File: config.mk
export PLATFORM = sky130hd
export DESIGN_NAME = symbol_mapper
export DESIGN_NICKNAME = d
export VERILOG_FILES = /design/src/rtl/mod_pkg.sv /design/src/rtl/mod_point_map.sv /design/src/rtl/symbol_mapper.sv
export SDC_FILE = /design/constraint.sdc
export NUM_CORES = 1
export LEC_CHECK = 0
export BUFFER_PORTS_ARGS = -buffer_cell sky130_fd_sc_hd__buf_4
export CAP_MARGIN = 20
export CORE_MARGIN = 4
export CORE_UTILIZATION = 54
export CTS_CLUSTER_DIAMETER = 30
export CTS_CLUSTER_SIZE = 16
export DETAILED_ROUTE_END_ITERATION = 6
export PLACE_DENSITY = 0.83
export SYNTH_ARGS = -nofsm -noshare
export SYNTH_HDL_FRONTEND = slang
export SYNTH_SLANG_ARGS = --single-unit
File: constraint.sdc
create_clock -name clk -period 3.6 [get_ports clk]
set_input_delay 0.72 -clock clk [delete_from_list [all_inputs] [get_ports clk]]
set_output_delay 0.72 -clock clk [all_outputs]
set_load 0.05 [all_outputs]
File: src/rtl/mod_pkg.sv
// Shared mode encodings, symbol sizing and default constellation
// amplitudes for the symbol mapper.
package mod_pkg;

  typedef enum logic [1:0] {
    MODE_BPSK    = 2'd0,
    MODE_PI2BPSK = 2'd1,
    MODE_QPSK    = 2'd2,
    MODE_QAM16   = 2'd3
  } mode_e;

  localparam int DEF_W        = 16;
  localparam int DEF_AMP_ONE  = 32767;
  localparam int DEF_AMP_QPSK = 23171;
  localparam int DEF_AMP_LO   = 10362;
  localparam int DEF_AMP_HI   = 31086;

  function automatic logic [2:0] bps(input mode_e m);
    unique case (m)
      MODE_QPSK:  bps = 3'd2;
      MODE_QAM16: bps = 3'd4;
      default:    bps = 3'd1;
    endcase
  endfunction

endpackage

File: src/rtl/mod_point_map.sv
// Combinational constellation lookup: (mode, bits, phase) -> (I, Q).
// Bit b0 sits in bits[0]; a 0 bit maps to the negative amplitude.
module mod_point_map
  import mod_pkg::*;
#(
  parameter int W        = DEF_W,
  parameter int AMP_ONE  = DEF_AMP_ONE,
  parameter int AMP_QPSK = DEF_AMP_QPSK,
  parameter int AMP_LO   = DEF_AMP_LO,
  parameter int AMP_HI   = DEF_AMP_HI
) (
  input  mode_e        mode,
  input  logic [3:0]   bits,
  input  logic         phase,
  output logic [W-1:0] i_out,
  output logic [W-1:0] q_out
);

  localparam int LIM = 2 ** (W - 1);

  if (AMP_ONE >= LIM || AMP_QPSK >= LIM ||
      AMP_LO >= LIM || AMP_HI >= LIM) begin : g_amp_chk
    $error("mod_point_map: amplitude does not fit signed W bits");
  end

  localparam logic [W-1:0] A_ONE = W'(AMP_ONE);
  localparam logic [W-1:0] A_QP  = W'(AMP_QPSK);
  localparam logic [W-1:0] A_LO  = W'(AMP_LO);
  localparam logic [W-1:0] A_HI  = W'(AMP_HI);

  function automatic logic [W-1:0] sgn(
    input logic         b,
    input logic [W-1:0] a
  );
    return b ? a : (~a + 1'b1);
  endfunction

  always_comb begin
    i_out = '0;
    q_out = '0;
    unique case (1'b1)
      mode == MODE_BPSK: begin
        i_out = sgn(bits[0], A_ONE);
      end
      mode == MODE_PI2BPSK: begin
        // odd phase rotates by 90 degrees: I picks up a sign flip
        i_out = sgn(bits[0] ^ phase, A_QP);
        q_out = sgn(bits[0], A_QP);
      end
      mode == MODE_QPSK: begin
        i_out = sgn(bits[0], A_QP);
        q_out = sgn(bits[1], A_QP);
      end
      mode == MODE_QAM16: begin
        i_out = sgn(bits[0], bits[2] ? A_HI : A_LO);
        q_out = sgn(bits[1], bits[3] ? A_HI : A_LO);
      end
      default: ;
    endcase
  end

endmodule

File: src/rtl/symbol_mapper.sv
// Serial-bit to I/Q symbol mapper: gathers 1/2/4 bits per symbol,
// maps them and presents one registered point over valid/ready.
module symbol_mapper
  import mod_pkg::*;
#(
  parameter int W        = DEF_W,
  parameter int AMP_ONE  = DEF_AMP_ONE,
  parameter int AMP_QPSK = DEF_AMP_QPSK,
  parameter int AMP_LO   = DEF_AMP_LO,
  parameter int AMP_HI   = DEF_AMP_HI
) (
  input  logic         clk,
  input  logic         rst,
  input  logic [1:0]   mode,
  input  logic         s_tvalid,
  output logic         s_tready,
  input  logic         s_tdata,
  input  logic         s_tlast,
  output logic         m_tvalid,
  input  logic         m_tready,
  output logic [W-1:0] m_real,
  output logic [W-1:0] m_imag,
  output logic         m_tlast
);

  logic [1:0]   cnt_q, cnt_d;
  logic [3:0]   buf_q, buf_d;
  logic         phase_q, phase_d;
  mode_e        mode_q, mode_d;
  logic         m_tvalid_q, m_tvalid_d;
  logic [W-1:0] m_real_q, m_real_d;
  logic [W-1:0] m_imag_q, m_imag_d;
  logic         m_tlast_q, m_tlast_d;

  logic         first, acc, done, phase_eff;
  mode_e        mode_eff;
  logic [3:0]   bits_w;
  logic [W-1:0] pt_i, pt_q;

  assign s_tready = !m_tvalid_q | m_tready;
  assign m_tvalid = m_tvalid_q;
  assign m_real   = m_real_q;
  assign m_imag   = m_imag_q;
  assign m_tlast  = m_tlast_q;

  always_comb begin
    first     = cnt_q == 2'd0;
    acc       = s_tvalid & s_tready;
    mode_eff  = first ? mode_e'(mode) : mode_q;
    // a new latched mode restarts the pi/2 rotation
    phase_eff = (first && mode_eff != mode_q) ? 1'b0 : phase_q;
    bits_w         = buf_q;
    bits_w[cnt_q]  = s_tdata;
    done = acc &
           (({1'b0, cnt_q} == bps(mode_eff) - 3'd1) | s_tlast);
  end

  mod_point_map #(
    .W(W), .AMP_ONE(AMP_ONE), .AMP_QPSK(AMP_QPSK),
    .AMP_LO(AMP_LO), .AMP_HI(AMP_HI)
  ) u_map (
    .mode (mode_eff),
    .bits (bits_w),
    .phase(phase_eff),
    .i_out(pt_i),
    .q_out(pt_q)
  );

  always_comb begin
    cnt_d      = cnt_q;
    buf_d      = buf_q;
    phase_d    = phase_q;
    mode_d     = mode_q;
    m_tvalid_d = m_tvalid_q & ~m_tready;
    m_real_d   = m_real_q;
    m_imag_d   = m_imag_q;
    m_tlast_d  = m_tlast_q;
    if (acc) begin
      cnt_d   = cnt_q + 2'd1;
      buf_d   = bits_w;
      mode_d  = mode_eff;
      phase_d = phase_eff;
    end
    if (done) begin
      cnt_d      = 2'd0;
      buf_d      = 4'd0;
      phase_d    = s_tlast ? 1'b0 : ~phase_eff;
      m_tvalid_d = 1'b1;
      m_real_d   = pt_i;
      m_imag_d   = pt_q;
      m_tlast_d  = s_tlast;
    end
  end

  always_ff @(posedge clk or posedge rst) begin
    if (rst) begin
      cnt_q      <= 2'd0;
      buf_q      <= 4'd0;
      phase_q    <= 1'b0;
      mode_q     <= MODE_BPSK;
      m_tvalid_q <= 1'b0;
      m_real_q   <= '0;
      m_imag_q   <= '0;
      m_tlast_q  <= 1'b0;
    end else begin
      cnt_q      <= cnt_d;
      buf_q      <= buf_d;
      phase_q    <= phase_d;
      mode_q     <= mode_d;
      m_tvalid_q <= m_tvalid_d;
      m_real_q   <= m_real_d;
      m_imag_q   <= m_imag_d;
      m_tlast_q  <= m_tlast_d;
    end
  end

endmodule
Yosys cells after proc, flatten, opt, wreduce, memory -nomap -nowiden. Cells that the tools add are included.

Flip-flop bits (word level): 43. Output and inout port bits: 35. Word-level logic and storage cells: 59. Input port bits: 8.

Bitwise operators: 10. Equal/unequal tests: 5. Add/sub/neg operators: 4. Order comparisons: 2. Reductions and logical operators: 6. Mux-type cells: 24.

Operators with widths (number): $mux W16 (6); $pmux W16 S4 (1); $pmux W16 S3 (1); $add A16 B1 Y16 const B (2); $not A16 Y16 (2); $mux W15 (2); $mux W4 (2); $mux W1 (6); $mux W2 (3); $pmux W3 S2 (1); $bwmux W4 (1); $eq A2 B2 Y1 const B (2); $logic_not A2 Y1 (2); $and A1 B1 Y1 (3); $eq A2 B3 Y1 (1); $lt A2 B3 Y1 const B (1); $sub A3 B1 Y3 const B (1); $add A2 B1 Y2 const B (1); $demux W1 S2 (1); $eq A2 B1 Y1 const B (1); $ge A2 B1 Y1 const B (1); $logic_and A1 B1 Y1 (2); $ne A2 B2 Y1 (1); $not A1 Y1 (2); 4 further kinds (5).

Depth between registers and ports, before layout. Gate-level depths: netlist (run 1).

Word-level depth: 10. Gate-level depth with buffers: 14. Mapped depth without buffers: 10.

Cells and area by module. Synthesis (run 1) repeated with hierarchy kept, for this count alone.

Cell total of the unflattened synthesis: 199. Area, all modules: 2376.0 um^2.

Modules (own cells, without submodules): symbol_mapper (area each 1824.2 um^2, cells an instance 120, instances 1); mod_point_map (area each 551.8 um^2, cells an instance 79, instances 1).

Worst setup path after synthesis (run 1). Ideal clock, no wire load.

Path kind: register to register. Start point: register cnt_q[0]. End point: register m_imag_q[1], in the netlist m_imag[1]. Path buffers: 3. Cell stages (with the launch flop): 13. Library setup time: 0.125 ns. Slack: 0.735 ns. Arrival time: 2.740 ns. Path through: dfrtp_1 -> inv_1 -> ha_1 -> buf_6 -> mux2i_1 -> inv_1 -> ha_1 -> buf_6 -> and3b_1 -> o311a_1 -> and2_4 -> buf_6 -> mux2_4.

Cells in the longest elaborated chain, start to end: 8. Elaborated cells on any way between the ends: 20.

Ends and longest elaborated chain: start, declared (line symbol_mapper.sv:26) `logic [1:0] cnt_q, cnt_d;`; start signal, assigned (line symbol_mapper.sv:106) `cnt_q <= cnt_d;`; $logic_not A2 Y1 * (line symbol_mapper.sv:47) `first = cnt_q == 2'd0;`; $mux W2 * (line symbol_mapper.sv:49) `mode_eff = first ? mode_e'(mode) : mode_q;`; named net mode_eff[0] (line symbol_mapper.sv:36) `mode_e mode_eff;`; $eq A2 B2 Y1, on equally long branches (line mod_pkg.sv:19, mod_point_map.sv:54, mod_point_map.sv:50); $pmux W3 S2 (line mod_pkg.sv:19) `unique case (m)`; $sub A3 B1 Y3 (line symbol_mapper.sv:55) `(({1'b0, cnt_q} == bps(mode_eff) - 3'd1) | s_tlast);`; $eq A2 B3 Y1 (line symbol_mapper.sv:55); $or A1 B1 Y1 (line symbol_mapper.sv:55); $and A1 B1 Y1 (line symbol_mapper.sv:54) `done = acc &`; end signal, assigned (line symbol_mapper.sv:112) `m_imag_q <= m_imag_d;`; end, declared (line symbol_mapper.sv:32) `logic [W-1:0] m_imag_q, m_imag_d;`.

Mark *: on every way through the listed nets, which the timed path passes. The rest lies on a longest branch. A chain may end at the register's enable or synchronous reset.

Worst setup path after layout (run 1).
Start point: register cnt_q[0]. End point: register m_imag_q[4], in the netlist m_imag[4].

Same word-level chain as after synthesis.

==> flow_summary.toml, run 1 <==
[drt]
wire_per_inst_um = 13.61
num_vias = 1432
drcViolationCount = 0
viasPerCell = 5.363
dr.pass1.iters = 4
topRoutingLayerUsed = "met4"
wirelength_um = 3635
first_iter_violations = 68
dr_wl_met2_um = 1696
routed-wl-met3_um = 226
drt-met1-wl_um = 1668
ant_nets = 0

[global_routing]
grtUsageTotal = 0.1808
grt_max_degree = 31
overflow = 0
grt_pass1_wl_um = 6078
grt_pass1_vias = 1322
antenna_found_initial = 0

[sta]
hold_violations = 0
min_period_ns = 3.215
drv_slew = 0
slew_headroom = 0.5753
grt_setup_unrepaired = "no"
setup_violations = 0
fin_tns_setup_ns = 0
skew_ns = 0.004592
fin_crit_sh = 0.8930
worstMarginPinSlew_ns = 0.6363
fmax_mhz = 311.1

[clock_tree]
cts_tree = "done"
clk_transition_reported_paths_ns = 0.09
cts_buffers = 5
clk_latency_ns = 0.32
cts_resized = 0
cts.sinks = 30
cts_hold_buf = 0
cts_root_buf = "clkbuf_4"
htree_levels = 2
clock_path_buffers = 2
post_cts_buffers = 0

[layout]
areaGrowthSynthToFinish_pct = 16.71
final_common_cell = "buf_4"
layout-drive-gt1-share = 0.3077
layout.nets = 238
multi_input_area_sq_um = 950.9
nFillCells = 276
final_cell_mix = "43 x buf_4, 30 x dfrtp_1, 16 x nand2_1, 16 x nor2_1, 12 x a21oi_1"
num_antenna_cells = 0
final-seq-area_sq_um = 750.7

[synth]
synth_edf_count = 0
synth.ff_latch_count = 30
synth_ff_type = "dfrtp_1"
synthArstFlopShare = 1.000
ys_types = 47
netlist_instances = 189
synthesis.nets = 207
syn-cell-area_sq_mm = 0.001887
seq_area_frac_synth = 0.3979
synth_top_area_share = 0.3979
netlist.top_cell.by_area = "dfrtp_1"
synth_warnings = 0
yosys-top-cells-area = "dfrtp_1 40%, ha_1 6.6%, buf_4 5.6%"
avgSynthCellArea_sq_um = 9.983

[setup_path]
cp-startpoint = "cnt_q[0]"
rr_startpoint = "cnt_q[0]"
crit_fanout = 19
crit_type = "flip-flop to flip-flop"
crit_required_ns = 3.82
crit_path_end_kind = "flip-flop"
crit_arrival_ns = 3.44
startpoint_type = "flip-flop"

[place]
port_buffers = 42
place_hpwl_um = 2776
gp_congestion = 0.8598

[min_path]
hp-class = "input pin to asynchronous set/reset pin"

[die]
die_y_um = 67.11
coreArea_sq_mm = 0.003363
io_pins = 43
row_count = 21
dieWidth_um = 67.11
start_util = 0.5610
die_area_sq_mm = 0.004504

[run]
drv_cap = 0

[status]
status = "complete, no violations"
## per-stage QoR
step	area, sq um	setup slack [ns]	instances	util	hold slack (ns)
after CTS	2187	0.3652	266	0.6503	0.4941
after global placement	2108	0.5419	258	0.6269	0.4664
after global routing	2202	0.1747	267	0.6548	0.5094
after detailed placement	2108	0.3947	258	0.6269	0.4727
final	2202	0.3854	267	0.6548	0.4737
after floorplan	1887	0.7351	189	-	0.4864
## state kept, by name, summed over array words and instances (netlist names)
signal and count:
m_imag 9, mode_q 2, m_tvalid 1, buf_q 4, m_real 10, cnt_q 2, phase_q 1, m_tlast 1
## final cells by class
class	count	area share
inverters	7	0.01193
clock buffers	8	0.03580
multi-input cells	132	0.4318
flip-flops and latches	30	0.3409
repair buffers	44	0.1534
well taps	46	0.02614
## cell usage after synthesis (2+ instances only)
cell and n:
o41ai_1 2, a22oi_1 3, ha_1 10, a32o_1 2, mux2_4 2, a211oi_1 4
xor2_1 3, nor2b_1 3, mux2_2 2, a21o_1 5, and2_4 2, dfrtp_1 30
buf_4 14, o31ai_1 2, a22o_1 4, buf_6 4, xnor2_1 2, o21ai_0 6
nand2b_1 5, o22ai_1 2, nand2_1 16, mux2i_1 4, nand3_1 2, or2_2 2
nor3_1 3, a21oi_1 12, nor2_1 16, o21a_1 2, inv_1 7
## metal layers
layer,vias up,track usage
met3,6,0.04384
met1,665,0.2352
met4,0,0.07342
met5,-,0
met2,47,0.2871
li1,714,-
## critical path, stage by stage (launching register included)
cell and delay, ns:
dfrtp_1 0.43, inv_1 0.18, ha_1 0.41, mux2i_4 0.42
inv_1 0.14, ha_1 0.32, and3b_1 0.25, o311a_1 0.36
nand2_2 0.28, nor2_1 0.12, a22o_1 0.21
## logic make-up after synthesis
group / share of synthesized area
AO/OA/AOI/OAI: 0.2076
XOR/XNOR: 0.03184
adder cells (fa/ha/maj): 0.06631
buffers and inverters: 0.09814
flip-flops: 0.3979
multiplexers: 0.06101
AND/OR/NAND/NOR: 0.1373
## path summary, 6_finish.rpt
| path | cells past startpoint | slack (ns) | endpoint |
|---|---|---|---|
| max | 10 | 0.39 | m_imag[4] |
| min | 2 | 0.47 | m_imag[4] |
| max reg2reg | 10 | 0.39 | m_imag[4] |
| min reg2reg | 2 | 0.49 | m_real[0] |
| max in group asynchronous | 3 | 2.61 | m_real[9] |
| min in group clk | 2 | 0.49 | m_real[0] |
Power of run 1 is left out: the tool's default activity adds up to more than one toggle a clock period on the data nets, which glitch-free logic cannot reach.
==> run 2: changes to the inputs <==
--- a/config.mk
+++ b/config.mk
@@ -5,6 +5,8 @@
 export SDC_FILE = /design/constraint.sdc
 export NUM_CORES = 1
 export LEC_CHECK = 0
+export ABC_AREA = 1
+export ABC_CLOCK_PERIOD_IN_PS = 3600
 export BUFFER_PORTS_ARGS = -buffer_cell sky130_fd_sc_hd__buf_4
 export CAP_MARGIN = 20
 export CORE_MARGIN = 4
==> flow_summary.toml, run 2 <==
[setup_path]
startpoint_type = "flip-flop"
r2r_cells = 13
crit_type = "flip-flop to flip-flop"
crit_path_end_kind = "flip-flop"
crit_arrival_ns = 3.18
crit_fanout = 17
crit_required_ns = 3.81
rr_startpoint = "cnt_q[0]"
cp-startpoint = "cnt_q[0]"

[drt]
wire_per_inst_um = 11.57
drcViolationCount = 0
num_vias = 1666
viasPerCell = 4.958
first_iter_violations = 86
ant_nets = 0
dr.pass1.iters = 5
wirelength_um = 3887

[synth]
yosys-top-cells-area = "dfrtp_1 39%, nand2_1 17%, ha_1 6.5%"
synth.most_common_cell = "nand2_1"
synth_xor_area_frac = 0.004575
synth_warnings = 0
synthesis.nets = 273
synth.ff_latch_count = 30
synth_top_family_by_area = "simple AND/OR/NAND/NOR gates"
seq_area_frac_synth = 0.3922
synth-compound-area-share = 0.1118
netlist.top_cell.by_area = "dfrtp_1"
netlist_instances = 255
ys_types = 24
synth_ff_type = "dfrtp_1"
yosys.area_share.adder = 0.06536
syn-cell-area_sq_mm = 0.001914
synth_top_area_share = 0.3922
synth_edf_count = 0
synthArstFlopShare = 1.000
avgSynthCellArea_sq_um = 7.507
ys_top_cells_by_count = "85 x nand2_1, 30 x dfrtp_1, 29 x inv_1, 22 x nand3_1, 17 x o21ai_0"
synth-simple-area-share = 0.2980
yosys-mux-area-fraction = 0

[die]
io_pins = 43
die_area_sq_mm = 0.004562
row_count = 21
start_util = 0.5648
die_y_um = 67.54
dieWidth_um = 67.54
coreArea_sq_mm = 0.003390

[sta]
fin_crit_sh = 0.8240
fmax_mhz = 337.1
setup_violations = 0
grt_setup_unrepaired = "no"
min_period_ns = 2.966
worstMarginPinSlew_ns = 0.5921
skew_ns = 0.01342
fin_tns_setup_ns = 0
slew_headroom = 0.6030
hold_violations = 0
drv_slew = 0

[global_routing]
overflow = 0
grtUsageTotal = 0.1918
antenna_found_initial = 0
grt_pass1_wl_um = 6513
grt_pass1_vias = 1505
grt_max_degree = 31

[layout]
final_cell_mix = "85 x nand2_1, 42 x buf_4, 30 x dfrtp_1, 29 x inv_1, 22 x nand3_1"
layout-drive-gt1-share = 0.2414
num_antenna_cells = 0
largest_reg_flops = 10
areaGrowthSynthToFinish_pct = 16.86
final_common_cell = "nand2_1"
layout.nets = 307

[clock_tree]
clock_path_buffers = 2
cts_root_buf = "clkbuf_4"
htree_levels = 2
cts.sinks = 30
cts_hold_buf = 0
cts_resized = 0
cts_tree = "done"
cts_buffers = 5
clk_latency_ns = 0.34
clk_transition_reported_paths_ns = 0.10
post_cts_buffers = 0

[place]
gp_congestion = 0.8811
port_buffers = 42
place_hpwl_um = 2944

[status]
status = "complete, no violations"

[min_path]
hp-class = "input pin to asynchronous set/reset pin"

[run]
drv_cap = 0
run 2: logic make-up (layout without fill, tap and decap cells):
logic type      Yosys count  count (layout)
fa+ha+maj                10              10
compound gates           37              37
simple gates            129             129
buf+inv                  48              83
xor+xnor                  1               1
flops                    30              30
run 2: final timing paths:
kind | end | slack [ns]
worst max-delay path | m_imag[13] | 0.63
min in group clk | m_tlast | 0.49
worst min register to register | m_tlast | 0.49
worst max register to register | m_imag[13] | 0.63
worst min-delay path | m_real[11] | 0.44
max in group asynchronous | mode_q[0] | 2.63
run 2: worst max-delay path, stage by stage, from the launching register on:
cell     delay (ns)
dfrtp_1        0.44
inv_1          0.11
ha_1           0.29
o21ai_0        0.48
inv_1          0.17
ha_1           0.29
inv_1          0.09
nand2_1        0.06
a21oi_2        0.23
nand3_4        0.18
nand2_4        0.20
inv_2          0.16
nand2_1        0.08
o21ai_0        0.07
run 2: per-stage QoR:
step	cell area (sq um)	instances	hold WS (ns)	setup slack, ns	utilization
final	2237	336	0.4406	0.6336	0.6600
after CTS	2222	335	0.4875	0.6393	0.6556
after global placement	2162	327	0.4674	0.7787	0.6379
after global routing	2237	336	0.4610	0.2587	0.6600
after detailed placement	2162	327	0.4661	0.6400	0.6379
after floorplan	1914	255	0.5011	1.004	-
run 2: cell type report:
class	instances	area (sq um)
Timing Repair Buffer	43	330.3
Clock inverter	1	5.005
Multi-Input combinational cell	177	918.4
Sequential cell	30	750.7
Inverter	32	120.1
Tap cell	46	57.56
Clock buffer	7	55.05
Fill cell	299	1152
run 2: layer usage:
layer / vias to the layer above / part of all wire / global-route usage
met5: - / 0 / 0
met3: 10 / 0.066 / 0.04992
met1: 752 / 0.45 / 0.2382
met4: 0 / 0.019 / 0.09114
li1: 857 / - / -
met2: 47 / 0.46 / 0.3086
Power of run 2 is left out for the same reason.
